===== src/rtl/host_cmd_decoder.sv =====
`default_nettype none
// host_cmd_decoder: turns the host RX byte stream into state-code and program-image FIFO writes.
// Rev 1.0 - initial release.
module host_cmd_decoder #(
  parameter int MAX_LOAD       = 16384,
  parameter int TIMEOUT_CYCLES = 1000000,
  parameter int TO_W           = 20
) (
  input  logic        usb_clk,
  input  logic        usb_rst_n,
  input  logic        rx_fifo_empty,
  input  logic [7:0]  rx_fifo_out,
  output logic        rx_fifo_rd_en,
  input  logic        state_fifo_full,
  input  logic        state_fifo_wr_rst_busy,
  output logic [7:0]  state_fifo_in,
  output logic        state_fifo_wr_en,
  input  logic        mem_fifo_full,
  input  logic        mem_fifo_wr_rst_busy,
  output logic [7:0]  mem_fifo_in,
  output logic        mem_fifo_wr_en,
  output logic        load_active,
  output logic [15:0] bytes_remaining,
  output logic [7:0]  err_count,
  output logic        oversize_load
);

  typedef enum logic [2:0] {
    S_IDLE      = 3'd0,
    S_STATE_ARG = 3'd1,
    S_LEN_LO    = 3'd2,
    S_LEN_HI    = 3'd3,
    S_PAYLOAD   = 3'd4
  } state_t;

  localparam logic [TO_W-1:0] C_TO_LAST  = TO_W'(TIMEOUT_CYCLES - 1);
  localparam logic [16:0]     C_MAX_LEN  = 17'(MAX_LOAD);

  state_t          state_q, state_d;
  logic            gap_q, gap_d;
  logic [TO_W-1:0] to_q, to_d;
  logic            rd_en_q, rd_en_d;
  logic            st_wr_q, st_wr_d;
  logic [7:0]      st_data_q, st_data_d;
  logic            mem_wr_q, mem_wr_d;
  logic [7:0]      mem_data_q, mem_data_d;
  logic            load_q, load_d;
  logic [15:0]     rem_q, rem_d;
  logic [7:0]      err_q, err_d;
  logic            ovs_q, ovs_d;

  logic            w_state_ok;
  logic            w_mem_ok;
  logic            w_valid_arg;
  logic            w_err_inc;
  logic [15:0]     w_len;

  always_comb begin
    state_d    = state_q;
    gap_d      = 1'b0;
    to_d       = to_q;
    rd_en_d    = 1'b0;
    st_wr_d    = 1'b0;
    st_data_d  = st_data_q;
    mem_wr_d   = 1'b0;
    mem_data_d = mem_data_q;
    rem_d      = rem_q;
    ovs_d      = ovs_q;
    w_err_inc  = 1'b0;
    w_state_ok  = !state_fifo_full && !state_fifo_wr_rst_busy;
    w_mem_ok    = !mem_fifo_full && !mem_fifo_wr_rst_busy;
    w_valid_arg = (rx_fifo_out == 8'h01) || (rx_fifo_out == 8'h02) || (rx_fifo_out == 8'h04);
    w_len       = {rx_fifo_out, rem_q[7:0]};

    // The cycle after any pop is a dead cycle so the flags seen here are never stale.
    if (!gap_q && !rx_fifo_empty) begin
      case (state_q)
        S_IDLE: begin
          rd_en_d = 1'b1;
          case (rx_fifo_out)
            8'h00:   state_d = S_IDLE;
            8'h01:   state_d = S_STATE_ARG;
            8'h02:   state_d = S_LEN_LO;
            default: w_err_inc = 1'b1;
          endcase
        end
        S_STATE_ARG: begin
          if (!w_valid_arg) begin
            rd_en_d   = 1'b1;
            w_err_inc = 1'b1;
            state_d   = S_IDLE;
          end else if (w_state_ok) begin
            rd_en_d   = 1'b1;
            st_wr_d   = 1'b1;
            st_data_d = rx_fifo_out;
            state_d   = S_IDLE;
          end
        end
        S_LEN_LO: begin
          rd_en_d = 1'b1;
          rem_d   = {8'h00, rx_fifo_out};
          state_d = S_LEN_HI;
        end
        S_LEN_HI: begin
          rd_en_d = 1'b1;
          rem_d   = w_len;
          state_d = (w_len == 16'd0) ? S_IDLE : S_PAYLOAD;
          if ({1'b0, w_len} > C_MAX_LEN) begin
            ovs_d = 1'b1;
          end
        end
        S_PAYLOAD: begin
          if (w_mem_ok) begin
            rd_en_d    = 1'b1;
            mem_wr_d   = 1'b1;
            mem_data_d = rx_fifo_out;
            rem_d      = rem_q - 16'd1;
            if (rem_q == 16'd1) begin
              state_d = S_IDLE;
            end
          end
        end
        default: state_d = S_IDLE;
      endcase
    end

    // A byte present on the expiry edge keeps rx_fifo_empty low, so it always wins.
    if (rd_en_d || (state_q == S_IDLE)) begin
      to_d = '0;
    end else if (rx_fifo_empty) begin
      if (to_q == C_TO_LAST) begin
        to_d      = '0;
        w_err_inc = 1'b1;
        rem_d     = 16'd0;
        state_d   = S_IDLE;
      end else begin
        to_d = to_q + TO_W'(1);
      end
    end

    gap_d  = rd_en_d;
    load_d = (state_d == S_LEN_LO) || (state_d == S_LEN_HI) || (state_d == S_PAYLOAD);
    err_d  = (w_err_inc && (err_q != 8'hFF)) ? err_q + 8'd1 : err_q;
  end

  always_ff @(posedge usb_clk) begin
    if (!usb_rst_n) begin
      state_q    <= S_IDLE;
      gap_q      <= 1'b0;
      to_q       <= '0;
      rd_en_q    <= 1'b0;
      st_wr_q    <= 1'b0;
      st_data_q  <= 8'h00;
      mem_wr_q   <= 1'b0;
      mem_data_q <= 8'h00;
      load_q     <= 1'b0;
      rem_q      <= 16'd0;
      err_q      <= 8'h00;
      ovs_q      <= 1'b0;
    end else begin
      state_q    <= state_d;
      gap_q      <= gap_d;
      to_q       <= to_d;
      rd_en_q    <= rd_en_d;
      st_wr_q    <= st_wr_d;
      st_data_q  <= st_data_d;
      mem_wr_q   <= mem_wr_d;
      mem_data_q <= mem_data_d;
      load_q     <= load_d;
      rem_q      <= rem_d;
      err_q      <= err_d;
      ovs_q      <= ovs_d;
    end
  end

  assign rx_fifo_rd_en    = rd_en_q;
  assign state_fifo_wr_en = st_wr_q;
  assign state_fifo_in    = st_data_q;
  assign mem_fifo_wr_en   = mem_wr_q;
  assign mem_fifo_in      = mem_data_q;
  assign load_active      = load_q;
  assign bytes_remaining  = rem_q;
  assign err_count        = err_q;
  assign oversize_load    = ovs_q;

endmodule
`default_nettype wire


===== config.mk =====
export PLATFORM = sky130hd
export DESIGN_NAME = host_cmd_decoder
export DESIGN_NICKNAME = d
export VERILOG_FILES = /design/src/rtl/host_cmd_decoder.sv
export SDC_FILE = /design/constraint.sdc
export NUM_CORES = 1
export LEC_CHECK = 0
export ABC_AREA = 1
export BUFFER_PORTS_ARGS = -buffer_cell sky130_fd_sc_hd__clkbuf_2
export CORE_MARGIN = 2
export CORE_UTILIZATION = 60
export CTS_CLUSTER_SIZE = 30
export DETAILED_ROUTE_END_ITERATION = 6
export PLACE_DENSITY = 0.83
export SLEW_MARGIN = 20
export SYNTH_ARGS = -nofsm -noshare
export SYNTH_HDL_FRONTEND = slang
export SYNTH_SLANG_ARGS = --single-unit

===== constraint.sdc =====
create_clock -name usb_clk -period 2.9 [get_ports usb_clk]
set_input_delay 0.145 -clock usb_clk [delete_from_list [all_inputs] [get_ports usb_clk]]
set_output_delay 0.145 -clock usb_clk [all_outputs]
set_load 0.02 [all_outputs]

[Word-level counts from Yosys, hierarchy flattened]
Index checks and enable logic that the tools add are counted.
Storage, ports and cells
  register bits: 68
  input bits: 15
  output and inout bits: 45
  logic and storage cells: 85
Operators by class
  add/sub/neg operators: 3
  order comparisons: 1
  eq/ne operators: 13
  mux-type cells: 30
  bitwise gates (word level): 1
  reductions and logical operators: 26
Operator list (count)
  $mux 16: 5
  $pmux 16 s3: 1
  $mux 3: 9
  $add 20x1->20 const B: 1
  $eq 20x20->1 const B: 1
  $mux 20: 1
  $eq 16x1->1 const B: 1
  $gt 16x15->1 const B: 1
  $logic_not 16->1: 1
  $sub 16x1->16 const B: 1
  $pmux 3 s5: 1
  $eq 3x2->1 const B: 4
  $mux 1: 10
  $pmux 3 s3: 1
  $reduce_and 3->1: 3
  $add 8x1->8 const B: 1
  $eq 8x1->1 const B: 1
  $eq 8x2->1 const B: 1
  $eq 8x3->1 const B: 1
  $logic_not 8->1: 1
  $ne 8x8->1 const B: 1
  $reduce_and 4->1: 2
  $eq 3x3->1 const B: 2
  $logic_not 1->1: 6
  other kinds (9): 17

[Longest topological paths before layout]
  depth after elaboration: 12
  gate-level depth with buffers: 15

[Worst setup path after synthesis]
No wires, ideal clock.
  path kind: register to register
  from: register rem_q[0], in the netlist bytes_remaining[0]
  to: register rem_q[14], in the netlist bytes_remaining[14]
  library setup time: 79 ps
  data arrival time: 1555 ps
  slack: 1266 ps
  stages on the path, launching flop included: 11
  period minus slack after synthesis: 1634 ps
  path through: dfxtp_1 -> inv_1 -> ha_1 -> nand3_1 -> nor2_1 -> nand2_1 -> nor2_1 -> nand2_1 -> a21oi_1 -> o21ai_0 -> a211oi_2
On the way
  longest elaborated chain between the ends: 7
RTL lines
  from (decl): RTL line 48  | logic [15:0] rem_q, rem_d;
  from (signal assigned): RTL line 170  | rem_q <= rem_d;
  $sub 16x1->16 (*): RTL line 117  | rem_d = rem_q - 16'd1;
  $mux 16 (*): RTL line 113  | if (w_mem_ok) begin
  $pmux 16 s3 (*): RTL line 77  | case (state_q)
  $mux 16 (*): RTL line 76  | if (!gap_q && !rx_fifo_empty) begin
  $mux 16: RTL line 131  | if (to_q == C_TO_LAST) begin
  $mux 16: RTL line 130  | end else if (rx_fifo_empty) begin
  $mux 16 (*): RTL line 128  | if (rd_en_d || (state_q == S_IDLE)) begin
Mark *: on every way between the ends. The rest lies on a longest branch, timed or not.
A chain may end at the register's enable or synchronous reset.

[Worst setup path after layout]
  from: register state_q[0]
  to: register rem_q[1], in the netlist bytes_remaining[1]
On the way
  longest elaborated chain between the ends: 6
  elaborated cells between the ends (all ways): 14
  those cells by class: 4 x eq/ne; 7 x mux; 3 x reduce/logical
RTL lines
  from (decl): RTL line 39  | state_t state_q, state_d;
  from (signal assigned): RTL line 161  | state_q <= state_d;
  $eq 3x3->1, or another cell as far along: RTL line 77
  $pmux 16 s3 / $reduce_or 3->1 (equally long branches)
  $mux 16 / $pmux 1 s3 (equally long branches): RTL line 76, 77
  $mux 16 / $mux 1 (equally long branches): RTL line 131, 76
  $mux 16 / $logic_or 1x1->1 (equally long branches): RTL line 130, 128
  $mux 16 (*): RTL line 128
Marked as above.

==> results_tabular.tex <==
\begin{tabular}{lr}
\hline
Metric & Value \\
\hline
\multicolumn{2}{l}{\textbf{Yosys}} \\
Syn Inst Count & 512 \\
Synth Area in Compound Gates & 0.149 \\
Flop and latch count out of synthesis & 68 \\
Cell area after technology mapping & 3660 um2 \\
Post-synthesis simple-gate area fraction & 0.341 \\
Combinational family with the most area after synthesis & simple AND/OR/NAND/NOR gates \\
Arithmetic-cell share of the synthesized area counting full adders, half adders and majority gates & 0.0171 \\
Post-synthesis share of cell area spent on xor and xnor gates & 0.0263 \\
Post-synthesis net count & 532 \\
Yosys Warn Count & 0 \\
Syn\_area\_per\_cell & 7.15 um2 \\
Number of library cell types mapped by synthesis & 41 \\
Post-synthesis sequential area ratio & 0.372 \\
Portion of netlist area occupied by mux cells & 0 \\
\multicolumn{2}{l}{\textbf{Floorplan}} \\
Number of placed I/O pins & 60 \\
Die boundary height & 82.1 um \\
Num rows & 28 \\
Initial Utilization & 0.618 \\
Placeable core region & 5920 um2 \\
Die boundary width & 82.1 um \\
Die footprint & 6740 um2 \\
\multicolumn{2}{l}{\textbf{Placement}} \\
Placement-stage worst setup slack & 719 ps \\
Post-detailed-placement cell area & 4000 um2 \\
PortBufs & 59 \\
HPWL after detailed placement & 6610 um \\
Final RePlAce weighted congestion & 0.978 \\
\multicolumn{2}{l}{\textbf{Power and ir drop}} \\
Tot Pwr & 1.96 mW \\
PwrDens & 468 nW/um2 \\
Largest vdd supply drop & 0.299 mV \\
Static leakage & 1.75 nW \\
\multicolumn{2}{l}{\textbf{Finish}} \\
Final net count & 593 \\
Final antenna diode count & 0 \\
Design Area, Final & 4200 um2 \\
Register Area & 1360 um2 \\
Area growth from synthesis to layout & 14.6\% \\
Share of cells above drive strength 1 & 0.221 \\
Post-layout util & 0.709 \\
Area used by multi-input combinational logic & 1950 um2 \\
Filler cell count in the final layout & 524 \\
\multicolumn{2}{l}{\textbf{Clocking}} \\
Max clock buf depth & 2 \\
Number of buffers created by CTS & 9 \\
TritonCTS clock tree & yes \\
Hold Buf Count CTS & 0 \\
Clock root buffer & sky130\_fd\_sc\_hd\_\_clkbuf\_8 \\
Number of clock sinks & 68 \\
Clock-pin slew on the worst setup and hold paths & 80 ps \\
Clock latency at the later pin of the worst-skew pair & 350 ps \\
Count of H-tree levels built during CTS & 3 \\
Postcts setup bufs & 0 \\
Number of cells upsized or downsized after cts & 0 \\
\multicolumn{2}{l}{\textbf{Setup path}} \\
Type of the worst setup path & flop to flop \\
Highest fanout seen on the critical path & 17 \\
Endpoint required time on the critical path & 3110 ps \\
Startpoint Class & flop \\
Type of element capturing the critical path & flop \\
Worst Path Arrival & 2470 ps \\
\multicolumn{2}{l}{\textbf{Detailed routing}} \\
Post-detailed-routing wire length & 9000 um \\
Antenna violation net count after detailed routing & 0 \\
Length of routed met2 wiring & 4430 um \\
Wirelength per Cell & 13.8 um \\
Top layer in use & met4 \\
Via count & 3,653 \\
Met1 Wirelength & 3870 um \\
DRC violation total after the first TritonRoute iteration & 209 \\
Met3 WL & 475 um \\
DRC Markers & 0 \\
Pre-antenna DRT Iters & 5 \\
Routed vias/inst & 5.59 \\
\multicolumn{2}{l}{\textbf{STA}} \\
Peak Freq & 443 MHz \\
Worst max-slew margin expressed relative to the limit & 0.492 \\
Actual transition at the worst max-transition pin & 760 ps \\
Post-route minimum period & 2260 ps \\
Endpoints failing setup & 0 \\
Final Skew & 9.07 ps \\
Setup total negative slack & 0 ps \\
Final setup margin & 641 ps \\
Max-slew violations & 0 \\
Setup repair after global routing missed its margin & no \\
Share of the cycle needed by the critical path after routing & 0.779 \\
Count of endpoints failing hold in the final timing report & 0 \\
\multicolumn{2}{l}{\textbf{Flow run}} \\
Total of max-cap violations & 0 \\
\multicolumn{2}{l}{\textbf{GRT}} \\
Overflow left after global routing & 0 \\
Antenna violations before repair & 0 \\
Number of global-route vias before repair & 3,271 \\
Pin count of the biggest net entering global routing & 21 \\
Total GRT Usage & 0.278 \\
First-pass GRT wire length & 14,400 um \\
\multicolumn{2}{l}{\textbf{Status}} \\
Result of the run & finished, final reports clean \\
\multicolumn{2}{l}{\textbf{Hold path}} \\
Classification of the worst-slack hold path & input pin to flop \\
\hline
\end{tabular}
[per-stage QoR]
stage	std cells	hold WS, ps
finish	653	115
floorplan	512	295
CTS	653	93.6
global placement	637	440
detailed placement	637	448
global route	653	115
[where the power goes]
part	leakage [nW]	internal [mW]	total, mW	switching [mW]
Clock	0.0918	0.399	0.799	0.399
Sequential	0.549	0.947	0.961	0.0143
Combinational	1.11	0.0579	0.204	0.146
Total	1.75	1.40	1.96	0.560
[final timing paths]
path	startpoint	to	slack, ps	cells past startpoint
hold / removal	rx_fifo_out[4]	mem_fifo_in[4]$_SDFFE_PN0P_	110	3
setup reg to reg	state_q[0]$_SDFF_PN0_	bytes_remaining[1]$_SDFF_PN0_	640	10
hold reg to reg	state_fifo_in[6]$_SDFFE_PN0P_	state_fifo_in[6]$_SDFFE_PN0P_	460	2
setup / recovery	state_q[0]$_SDFF_PN0_	bytes_remaining[1]$_SDFF_PN0_	640	10
[kinds of logic after synthesis]
kind of cell               Yosys count
buffers and inverters               82
and+or+nand+nor                    246
xor gates and xnor gates            11
DFF                                 68
AOI/OAI and AO/OA                  100
adders and majority gates            5
[layout by cell type, fill, tap and decap left out, drive strengths merged, types with 2 or more instances in the layout]
master	instances
clkinvlp	3
a22oi	2
ha	5
clkbuf	68
xor2	10
nand3	36
o31ai	2
nor3b	6
nor3	13
nor4	2
inv	71
o21ai	35
dfxtp	68
nand4	13
nand2	99
a211oi	4
o22ai	4
clkinv	3
nor2	76
buf	2
a21oi	49
[registers in the layout (all words and copies together), names as in the netlist]
signal            flops
to_q                 20
bytes_remaining      16
err_count             8
mem_fifo_in           8
state_fifo_in         8
state_q               3
load_active           1
mem_fifo_wr_en        1
oversize_load         1
rx_fifo_rd_en         1
state_fifo_wr_en      1
[layout make-up]
class | count | share of cell area
clock buffer | 9 | 0.0295
clock inverter | 7 | 0.0179
inverter | 71 | 0.0665
multi-input combinational | 362 | 0.465
sequential | 68 | 0.324
tap | 75 | 0.0224
timing repair buffer | 61 | 0.0739
[synth_stat cells (all sizes together)]
cell type	number	area [um2]
nor3b	6	70.1
o21ai	35	175
clkbuf	5	18.8
o32ai	1	8.76
nand2	99	414
o31ai	2	15.0
xnor2	1	8.76
a211oi	4	40.0
buf	6	48.8
o211ai	1	7.51
nand4	13	87.6
or2	1	6.26
clkinv	1	3.75
inv	70	275
dfxtp	68	1360
nor3	13	108
a21oi	49	245
o22ai	4	25.0
nor4	2	12.5
nand3	36	195
nor2	76	354
ha	5	62.6
xor2	10	87.6
a22oi	2	15.0
o221ai	1	8.76
a31oi	1	6.26
[critical path, stage by stage (launching register included)]
cell	delay, ps
sky130_fd_sc_hd__dfxtp_1	350
sky130_fd_sc_hd__inv_1	70
sky130_fd_sc_hd__nand2_1	120
sky130_fd_sc_hd__nor2_2	40
sky130_fd_sc_hd__buf_4	170
sky130_fd_sc_hd__inv_1	280
sky130_fd_sc_hd__nand2_1	110
sky130_fd_sc_hd__nand2_2	180
sky130_fd_sc_hd__clkinv_1	420
sky130_fd_sc_hd__a22oi_1	300
sky130_fd_sc_hd__nor2_1	70
[routing by layer]
layer | vias up | global-route usage
met1 | 1702 | 0.337
li1 | 1801 | -
met5 | - | 0
met4 | 0 | 0.128
met3 | 21 | 0.0620
met2 | 129 | 0.471
Note: power is estimated with default switching activity, not from simulation.
